## config.mk

```make
export PLATFORM = sky130hd
export DESIGN_NAME = digi_source_seq_flat
export DESIGN_NICKNAME = d
export VERILOG_FILES = /design/src/rtl/digi_source_pkg.sv /design/src/rtl/digi_source_seq_if.sv /design/src/rtl/digi_source_buf.sv /design/src/rtl/digi_source_seq.sv /design/src/flat_wrapper.sv
export SDC_FILE = /design/constraint.sdc
export NUM_CORES = 1
export LEC_CHECK = 0
export CAP_MARGIN = 20
export CELL_PAD_IN_SITES_DETAIL_PLACEMENT = 1
export CELL_PAD_IN_SITES_GLOBAL_PLACEMENT = 1
export CORE_AREA = 10 10 156 158
export CTS_CLUSTER_SIZE = 10
export DETAILED_ROUTE_END_ITERATION = 8
export DIE_AREA = 0 0 166 168
export GPL_ROUTABILITY_DRIVEN = 0
export MAX_ROUTING_LAYER = met4
export PLACE_DENSITY_LB_ADDON = 0.1
export SKIP_LAST_GASP = 1
export SYNTH_ARGS = -nofsm -noshare
export SYNTH_HDL_FRONTEND = slang
export SYNTH_SLANG_ARGS = --single-unit
export TNS_END_PERCENT = 1
```

## constraint.sdc

```tcl
create_clock -name clk -period 3.4 [get_ports clk]
set_clock_uncertainty 0.15 [all_clocks]
set_input_delay 0.34 -clock clk [delete_from_list [all_inputs] [get_ports clk]]
set_output_delay 0.34 -clock clk [all_outputs]
set_load 0.01 [all_outputs]
```

## src/rtl/digi_source_pkg.sv

```systemverilog
// Shared types and helpers for the digital stimulus source.
package digi_source_pkg;

  typedef enum logic {
    IDLE = 1'b0,
    PLAY = 1'b1
  } state_t;

  // Width needed to count 0..depth stored entries.
  function automatic int lvl_w(input int depth);
    return $clog2(depth + 1);
  endfunction

endpackage

```

## src/rtl/digi_source_seq_if.sv

```systemverilog
// Entry write port of digi_source_seq: one {word, hold} entry per valid&&ready.
interface digi_source_seq_if #(
  parameter int W     = 2,
  parameter int CNT_W = 16
);
  logic             wr_valid;
  logic             wr_ready;
  logic [W-1:0]     wr_word;
  logic [CNT_W-1:0] wr_hold;

  modport master (output wr_valid, wr_word, wr_hold, input wr_ready);
  modport slave  (input wr_valid, wr_word, wr_hold, output wr_ready);
endinterface

```

## src/rtl/digi_source_buf.sv

```systemverilog
// Circular entry store for digi_source_seq. With DIGI_SOURCE_LOOP_EN a separate
// play pointer walks the stored entries and wraps back to the oldest one.
module digi_source_buf #(
  parameter int EW    = 18,
  parameter int DEPTH = 8,
  parameter int LW    = 4
) (
  input  logic          clk,
  input  logic          rst_n,
  input  logic          push,
  input  logic [EW-1:0] push_ent,
  input  logic          pop,
  input  logic          flush,
`ifdef DIGI_SOURCE_LOOP_EN
  input  logic          lp,
  input  logic          adv,
  input  logic          rewind,
`endif
  output logic [EW-1:0] head,
  output logic [EW-1:0] nxt,
  output logic [LW-1:0] level
);
  localparam int PW = $clog2(DEPTH);

  logic [EW-1:0] mem [DEPTH];
  logic [PW-1:0] wptr, rptr, rd, nx;

`ifdef DIGI_SOURCE_LOOP_EN
  logic [PW-1:0] cur, cur_nxt;

  // Writes are blocked while looping, so wptr marks the end of the stored list.
  assign cur_nxt = (cur + PW'(1) == wptr) ? rptr : cur + PW'(1);
  assign rd      = lp ? cur : rptr;
  assign nx      = lp ? cur_nxt : rptr + PW'(1);

  always_ff @(posedge clk or negedge rst_n) begin
    if (!rst_n)      cur <= '0;
    else if (flush)  cur <= '0;
    else if (rewind) cur <= rptr;
    else if (adv)    cur <= cur_nxt;
  end
`else
  assign rd = rptr;
  assign nx = rptr + PW'(1);
`endif

  assign head = mem[rd];
  assign nxt  = mem[nx];

  always_ff @(posedge clk) begin
    if (push) mem[wptr] <= push_ent;
  end

  always_ff @(posedge clk or negedge rst_n) begin
    if (!rst_n) begin
      wptr  <= '0;
      rptr  <= '0;
      level <= '0;
    end else if (flush) begin
      wptr  <= '0;
      rptr  <= '0;
      level <= '0;
    end else begin
      if (push) wptr <= wptr + PW'(1);
      if (pop)  rptr <= rptr + PW'(1);
      level <= level + LW'(push) - LW'(pop);
    end
  end

endmodule

```

## src/rtl/digi_source_seq.sv

```systemverilog
// Timed digital stimulus source: plays back stored {word, hold} entries on dout.
// Optional continuous replay is enabled by defining DIGI_SOURCE_LOOP_EN.
module digi_source_seq
  import digi_source_pkg::*;
#(
  parameter int           W     = 2,
  parameter int           CNT_W = 16,
  parameter int           DEPTH = 8,
  parameter logic [W-1:0] INIT  = '0
) (
  input  logic                    clk,
  input  logic                    rst_n,
  digi_source_seq_if.slave        wr,
  input  logic                    start,
  input  logic                    stop,
`ifdef DIGI_SOURCE_LOOP_EN
  input  logic                    loop,
`endif
  output logic [W-1:0]            dout,
  output logic                    busy,
  output logic                    done,
  output logic [lvl_w(DEPTH)-1:0] level
);
  localparam int LW = lvl_w(DEPTH);

  typedef struct packed {
    logic [W-1:0]     word;
    logic [CNT_W-1:0] hold;
  } ent_t;

  state_t           state;
  logic             act;
  logic [CNT_W-1:0] cnt;
  logic             lp_q;
  ent_t             head, nxt, wr_ent;
  logic             push, pop, flush, cmp, more, go;

  function automatic logic [CNT_W-1:0] hold_ld(input logic [CNT_W-1:0] h);
    return (h == '0) ? '0 : h - CNT_W'(1);
  endfunction

  assign wr.wr_ready = (level != LW'(DEPTH)) && !(busy && lp_q);
  assign wr_ent      = '{word: wr.wr_word, hold: wr.wr_hold};
  assign push        = wr.wr_valid && wr.wr_ready && !stop;
  assign go          = (state == IDLE) && start && (level != '0) && !stop;
  // cmp: the word on dout has just finished its last hold cycle.
  assign cmp         = (state == PLAY) && act && (cnt == '0);
  assign more        = lp_q || (level > LW'(1));
  assign pop         = cmp && !stop && !lp_q;
  assign flush       = stop && !lp_q;

`ifdef DIGI_SOURCE_LOOP_EN
  logic adv;
  assign adv = cmp && !stop && lp_q;
`else
  assign lp_q = 1'b0;
`endif

  digi_source_buf #(.EW($bits(ent_t)), .DEPTH(DEPTH), .LW(LW)) u_buf (
    .clk      (clk),
    .rst_n    (rst_n),
    .push     (push),
    .push_ent (wr_ent),
    .pop      (pop),
    .flush    (flush),
`ifdef DIGI_SOURCE_LOOP_EN
    .lp       (lp_q),
    .adv      (adv),
    .rewind   (go),
`endif
    .head     (head),
    .nxt      (nxt),
    .level    (level)
  );

  // act=0 marks the first PLAY cycle, which only loads the head entry.
  always_ff @(posedge clk or negedge rst_n) begin
    if (!rst_n) begin
      state <= IDLE;
      act   <= 1'b0;
      cnt   <= '0;
      dout  <= INIT;
      busy  <= 1'b0;
      done  <= 1'b0;
`ifdef DIGI_SOURCE_LOOP_EN
      lp_q  <= 1'b0;
`endif
    end else begin
      done <= 1'b0;
      if (stop) begin
        state <= IDLE;
        act   <= 1'b0;
        cnt   <= '0;
        dout  <= INIT;
        busy  <= 1'b0;
      end else begin
        case (state)
          IDLE: if (go) begin
            state <= PLAY;
            busy  <= 1'b1;
            act   <= 1'b0;
`ifdef DIGI_SOURCE_LOOP_EN
            lp_q  <= loop;
`endif
          end
          PLAY: begin
            if (!act) begin
              dout <= head.word;
              cnt  <= hold_ld(head.hold);
              act  <= 1'b1;
            end else if (cnt != '0) begin
              cnt <= cnt - CNT_W'(1);
            end else if (more) begin
              dout <= nxt.word;
              cnt  <= hold_ld(nxt.hold);
            end else begin
              state <= IDLE;
              act   <= 1'b0;
              busy  <= 1'b0;
              done  <= 1'b1;
            end
          end
          default: state <= IDLE;
        endcase
      end
    end
  end

endmodule
```

## src/flat_wrapper.sv

```systemverilog
// flat-port wrapper written by rule: the top's interface ports become plain ports
module digi_source_seq_flat import digi_source_pkg::*;
#(
  parameter int           W     = 2,
  parameter int           CNT_W = 16,
  parameter int           DEPTH = 8,
  parameter logic [W-1:0] INIT  = '0
)
  (clk, rst_n, start, stop, dout, busy, done, level, wr_wr_valid, wr_wr_word, wr_wr_hold, wr_wr_ready);
  digi_source_seq_if #(.W(W), .CNT_W(CNT_W)) wr_i ();
  input  logic clk;
  input  logic rst_n;
  input  logic start;
  input  logic stop;
  output logic [W-1:0] dout;
  output logic busy;
  output logic done;
  output logic [lvl_w(DEPTH)-1:0] level;
  input wire logic [$bits(wr_i.wr_valid)-1:0] wr_wr_valid;
  input wire logic [$bits(wr_i.wr_word)-1:0] wr_wr_word;
  input wire logic [$bits(wr_i.wr_hold)-1:0] wr_wr_hold;
  output wire logic [$bits(wr_i.wr_ready)-1:0] wr_wr_ready;
  assign wr_i.wr_valid = wr_wr_valid;
  assign wr_i.wr_word = wr_wr_word;
  assign wr_i.wr_hold = wr_wr_hold;
  assign wr_wr_ready = wr_i.wr_ready;
  digi_source_seq #(.W(W), .CNT_W(CNT_W), .DEPTH(DEPTH), .INIT(INIT)) u_core (.clk(clk), .rst_n(rst_n), .wr(wr_i), .start(start), .stop(stop), .dout(dout), .busy(busy), .done(done), .level(level));
endmodule
```

==> impl_summary.md <==
Status
The flow ran to the end, and the final reports show no timing, DRC or antenna violations.

Critical path
The sort of element at the start of the critical path is a register. Counting stages on the worst path, the most repeated cell is buf_4. The worst setup path is of the reg2reg kind. Data on the critical path is required at its endpoint by 3570 ps. The worst endpoint data arrival time is 3550 ps. The worst register-to-register path ends at u_core.cnt[11]. In this run the worst path has a maximum fanout of 7. The largest single stage delay on the critical path is 550 ps. STA classifies the critical path endpoint as a register. The signal on the critical path passes through ha_4 -> buf_12 -> mux4_2 -> nor4_4 -> buf_4 -> o21a_1 -> o211ai_1 -> nor3b_2 -> buf_4 -> nor2_4 -> a21oi_1 -> nor2_1. The top cell family by delay on the critical path is simple AND/OR/NAND/NOR gates. The combined buffer and inverter count along the critical path is 3. The setup slack on the worst flop-to-flop path is 20 ps. The slowest stage of the critical path is the mux4_2 cell. The worst-case reg-to-reg path depth is 12. The launch point of the worst reg-to-reg path is u_core.u_buf.rd[0].

Pwr
The static leakage power is 3.972 nW. The areal power density over the cells is 577.3 nW/um^2. The combinational group share of total power is 0.317.

Total power for the finished layout comes to 0.006786 W. The cell internal power dissipation is 0.004419 W. The switching power as a share of total power is 0.3489. Of the total power, the clock network draws 0.298.

VDD sags by at most 361.7 uV. The part of the power in registers is 0.385. The switching power summed over all nets is 0.002368 W.

Global routing
The pin count of the biggest net entering global routing is 71. Summed over all layers, the global routing overflow is 0. For this run, the total global-route usage over all layers was measured as 0.2085. The first global-routing pass estimated 43,980 um of wire. The number of antenna violations at the first check in global routing is 0. The via count of the first global-routing pass came to 7,270.

Logic synthesis
The count of cell types in the netlist is 69. The fraction of post-synthesis cell area in the top cell type by area is 0.4412. When the netlist entered floorplanning its net count stood at 770.

The number of synthesized flops with an enable pin is 144. The share of synthesized flip-flops with an asynchronous set or reset is 0.1818. The sequential-to-total area share from yosys stat is 0.5228.

The summed instance area of the synthesized netlist is 9802 sq um. Counting every instance in the synthesized netlist gives 732. Yosys attributes the largest share of cell area to edfxtp_1, mux4_2, dfrtp_1.

The cell accounting for the most synthesized area is edfxtp_1. The dominant register cell in the synthesized netlist is edfxtp_1. Synthesis inferred 176 register bits. After synthesis, the mean cell area works out to 13.39 sq um. The yosys synthesis warning count is 0.

Placement
In this run the tool buffered the top-level ports with 31 buffer cells. The placement-stage worst setup slack is -280.0 ps. Summing all placed instances gives a cell area of 10,880 sq um. The HPWL after detailed placement is 20,510 um. After detailed placement, the design holds a cell count of 1,075.

Layout
Of the cells placed in the final design, the portion with a size suffix greater than 1 is 0.2646. After the flow finishes, the layout carries non-filler instances totaling 1,119. The area growth from synthesis to layout is 19.94%. The total area of sequential cells is 5130 sq um. The combined area of the multi-input logic cells is 4554 sq um. The number of antenna diodes in the final layout is 0. The layout has 2,090 filler cells.

The post-route core utilization is 0.5489. The number of nets in the final layout is 864. With fillers left out, the area of the finished cells amounts to 11,760 sq um.

STA
The final critical-path required period is 3378 ps. The max-slew headroom at the worst pin is 0.6034. The timing-limited maximum frequency is 296.0 MHz. The max-slew violation count is 0. Setup repair after global routing could not meet its margin everywhere. The final count of hold timing violations is 0. The share of the cycle needed by the critical path after routing is 0.9935. The slew at the pin with the worst max-slew slack is 593.4 ps.

The setup slack of the critical path after layout is 22.12 ps. Setup violations remaining at the end of the flow were counted as 0.

Floorplan
The floorplan has 54 rows. The width of the die is 166 um. The die height is 168 um. The number of top-level pins is 32. The initial standard-cell utilization of the core is 0.4576.

The die area is 27,890 sq um. The floorplan step defined a core boundary enclosing 21,420 sq um.

Clocking
The number of buffers on the longest clock path is 2. TritonCTS built the clock tree. The number of clock buffers added by TritonCTS is 17. The clock reaches the later pin of the worst-skew pair after 440 ps. In this run the clock root is driven by a clkbuf_16.

For this design, the sink count on the clock tree is 176. The clock slew at the register clock pins of the worst setup and hold paths is 70 ps. The clock tree synthesis step divided the H-tree into 4 levels.

Route
The number of routed nets with antenna violations is 0. The count of routing violations after the opening detailed-route iteration is 600. Dividing the detail-routed via count by the number of cells gives 6.163.

Dividing the detail-routed wire length by the instance count gives 25.85 um. The first detailed-routing pass ran for 6 iterations. The total length of routed wires is 28,920 um. The via count of the routed design is 6,896. The residual DRC count is 0.

Flow run
The tool flagged a number of max-cap violations equal to 0.

Min path
The path class of the tightest hold or removal check is in2async.
-- cells by family (layout without fill, tap and decap cells) --
| group | after synthesis | count (layout) | share of synthesized area |
|---|---|---|---|
| DFF | 176 | 176 | 0.5228 |
| AOI/OAI and AO/OA | 116 | 116 | 0.08042 |
| adders and majority gates | 15 | 15 | 0.01991 |
| xor gates and xnor gates | 34 | 34 | 0.03038 |
| buffers and inverters | 52 | 159 | 0.02795 |
| muxes | 113 | 113 | 0.2013 |
| and+or+nand+nor | 226 | 226 | 0.1172 |
-- how the worst max path moves through the flow --
stage | start | endpoint | slack, ps | cells after the start
final | u_core.u_buf.rd[0] | u_core.cnt[11] | 20 | 12
after detailed placement | u_core.u_buf.rd[0] | u_core.cnt[3] | -280 | 11
after floorplan | u_core.u_buf.rd[0] | u_core.cnt[3] | 230 | 12
after global routing | u_core.u_buf.rd[0] | u_core.cnt[1] | -150 | 12
after CTS | u_core.u_buf.rd[0] | u_core.cnt[3] | -80 | 11
after global placement | u_core.u_buf.rd[0] | u_core.cnt[3] | -170 | 11
-- cell type report --
cell class                 count  share of cell area
clock buffer                  18             0.03650
sequential                   176              0.4364
multi-input combinational    504              0.3874
timing repair buffer         114             0.09153
inverter                      13            0.004151
clock inverter                14             0.01426
tap                          280             0.02980
-- through the flow --
step | setup TNS (ps) | hold slack, ps
final | 0 | 168.2
after global routing | -1445 | 201.6
after global placement | -1196 | 345.4
after detailed placement | -2308 | 363.5
after floorplan | 0 | -105.6
after CTS | -509.4 | 181.8
-- power groups by stage --
stage | clock (W) | combinational (W) | sequential [W]
after floorplan | 0 | 0.00132 | 0.00261
after global placement | 0 | 0.00199 | 0.00264
after detailed placement | 0 | 0.00203 | 0.00265
after CTS | 0.00205 | 0.00206 | 0.00261
after global routing | 0.00215 | 0.00235 | 0.00263
final | 0.00202 | 0.00215 | 0.00261
-- per-layer routing --
metal	global-route usage	vias up	wire [um]
li1	-	3092	-
met1	0.2621	3553	12390
met2	0.3384	217	14330
met3	0.02887	34	1411
met4	0.07897	0	798
met5	-	-	0
-- cell usage in the layout, fill, tap and decap left out, drive strengths merged, types with 20 or more instances in the layout --
cell and n:
a21oi 21, buf 80, clkbuf 21, clkdlybuf4s50 31, dfrtp 32, edfxtp 144, inv 20, mux2i 40
mux4 66, nand2 46, nor2 68, nor3 42, o21ai 28
-- cell usage after synthesis, types with 3 or more instances --
cell type / number
nand3_1: 12
nor2_1: 67
o21ai_0: 27
o32ai_1: 4
mux2_2: 6
xnor2_1: 18
nand4_1: 5
nor4_1: 10
mux2i_1: 39
nand2b_1: 8
nand3b_1: 3
o21a_1: 3
buf_4: 3
nor2b_1: 7
nor3_1: 42
mux4_2: 66
o31ai_1: 4
a21oi_1: 21
o211ai_1: 10
nor3b_1: 5
dfrtp_1: 32
or3_1: 3
or2_2: 3
a31oi_1: 5
inv_1: 12
a21o_1: 3
buf_1: 4
clkbuf_1: 16
buf_6: 6
edfxtp_1: 144
nand2_1: 46
o21bai_1: 4
xor2_1: 16
and3_1: 3
ha_1: 14
o22ai_1: 5
a221oi_1: 5
buf_2: 9
a211oi_1: 6
-- flip-flops by register name (all words and copies together), names as in the netlist --
register            cells
u_core.u_buf.mem      144
u_core.cnt             16
u_core.u_buf.level      4
u_core.u_buf.rd         3
u_core.u_buf.wptr       3
u_core.dout             2
u_core.act              1
u_core.busy             1
u_core.done             1
u_core.state            1
-- timing repair --
item                       in CTS  in global routing
gates resized for setup         5                 18
setup buffers                   1                  8
setup endpoints to repair      16                 16
gates cloned                    0                  3
pin swaps                       1                  8
hold buffers                    0                  0
(Power assumes the default switching activity.)
==> variant (same flow settings) <==
`DEPTH` is set to 8 in 3 places; all go to 4.
--- a/src/rtl/digi_source_buf.sv
+++ b/src/rtl/digi_source_buf.sv
@@ -4,3 +4,3 @@
   parameter int EW    = 18,
-  parameter int DEPTH = 8,
+  parameter int DEPTH = 4,
   parameter int LW    = 4
--- a/src/rtl/digi_source_seq.sv
+++ b/src/rtl/digi_source_seq.sv
@@ -7,3 +7,3 @@
   parameter int           CNT_W = 16,
-  parameter int           DEPTH = 8,
+  parameter int           DEPTH = 4,
   parameter logic [W-1:0] INIT  = '0
--- a/src/flat_wrapper.sv
+++ b/src/flat_wrapper.sv
@@ -5,3 +5,3 @@
   parameter int           CNT_W = 16,
-  parameter int           DEPTH = 8,
+  parameter int           DEPTH = 4,
   parameter logic [W-1:0] INIT  = '0
Interface: changed (resized level); port bits go from 32 to 31. No check against the original RTL was run, so the function may have changed too.
==> variant against the unedited design <==
- total power fell by 50%
- core utilization fell by 23 points
- sequential cell count fell by 75
- cell area fell by 42%
- critical path depth fell by 4
- area after synthesis fell by 41%
- clock power fell by 47%
- worst setup slack improved by 0.14 ns
- count of clock-buffer cells in the layout fell by 9
- wire length fell by 46%
- combinational power fell by 61%
- critical path type unchanged
- critical endpoint is now u_core.cnt[13]
==> variant: results (changes against the unedited design) <==
metric,value,unit,change
maximum level of the CTS H-tree,3,,-1
router iterations before antenna repair,4,,-2
Leak Pwr,0.00236,µW,-41%
nets@finish,536,,-38%
pre-CTS WS,0.0628,ns,+0.343 ns
post-synthesis average cell area,12.9,µm²,-3.5%
Iter 0 DRT Violations,227,,-62%
total power,3370,µW,-50%
Placed Cells,767,,-29%
Worst Reg2Reg Path Length in Cells,8,,-4
Worst-Skew Late Latency,0.36,ns,-0.08 ns
number of synthesized flops with an enable pin,72,,-50%
WL final,15700,µm,-46%
critical path capture point,u_core.cnt[13],,
Rel. slew slack,54.9,%,-5.5 points
first-pass GRT wire length,25100,µm,-43%
Worst VDD drop,0.000244,V,-32%
status,completed,,
biggest registers after layout,"u_core.u_buf.mem: 72 flops, u_core.cnt: 16 flops, u_core.u_buf.level: 3 flops",,
fmax,309,MHz,+4.4%
Crit Reg-Reg Endpoint,u_core.cnt[13],,
largest net degree at the start of global routing,25,,-65%
IO buf count,30,,-3.2%
share of the yosys chip area belonging to registers,49.7,%,-2.6 points
Post-synth top cells,"72 x edfxtp_1, 46 x nor2_1, 36 x mux4_2",,
placed wire-length estimate,11900,µm,-42%
crit-path max cell delay,0.61,ns,+0.06 ns
grt met2 use,17.8,%,-16 points
compound-gate portion of the synthesized area,7.79,%,-0.25 points
P_clk,1080,µW,-47%
grt met3 use,1.77,%,-1.1 points
Finished Layout Cells,785,,-30%
Synth Area in XOR/XNOR,5.72,%,+2.7 points
## variant: cell count changes after synthesis, sizes merged, moves of 6 or more
| cell | delta |
|---|---|
| nor3 | -29 |
| o21ai | -12 |
| edfxtp | -72 |
| mux4 | -30 |
| nor2 | -20 |
| a21oi | -9 |
| nand2 | -11 |
| nand3 | -6 |
| buf | -15 |
| o211ai | -8 |
| mux2i | -34 |
## variant: metrics by stage
stage | setup TNS, ns | cell area, µm² | hold WS, ns
after floorplan | 0 | 5810 | -0.106
after global placement | 0 | 6530 | 0.386
after detailed placement | 0 | 6530 | 0.398
after CTS | 0 | 6830 | 0.392
after global routing | -0.0160 | 6880 | 0.0415
final | 0 | 6880 | 0.0393
## variant: critical path, delay by kind of cell, from the launching register on
family	cells	cell delay (ns)
AO/OA/AOI/OAI	1	0.30
multiplexers	1	0.60
flip-flops	1	0.43
AND/OR/NAND/NOR	5	1.41
buffers and inverters	1	0.22
## variant: area by class of cell
class	count	area (µm²)	share of cell area [%]
tap	280	350	5.09
clock inverter	7	80.1	1.16
clock buffer	9	225	3.28
timing repair buffer	59	563	8.19
inverter	17	63.8	0.928
sequential	101	2890	42.0
multi-input combinational	312	2710	39.3
## variant: cell families (layout without fill, tap and decap cells)
logic type | Yosys count | in the layout
AOI/OAI and AO/OA | 66 | 66
xor gates and xnor gates | 38 | 38
adders and majority gates | 13 | 13
buffers and inverters | 37 | 92
DFF | 101 | 101
muxes | 44 | 44
and+or+nand+nor | 151 | 151
## variant: layer usage
metal  share of wire (%)  up-vias
met5                   0        -
met4                 1.5        0
met3                 2.7       14
met2                  46       58
met1                  50     1999
li1                    -     1810
## variant: what timing repair did
item / CTS / global route
endpoints found under the setup margin: 0 / 4
resized for setup: 0 / 2
buffers inserted: 0 / 1
hold buffers: 0 / 0
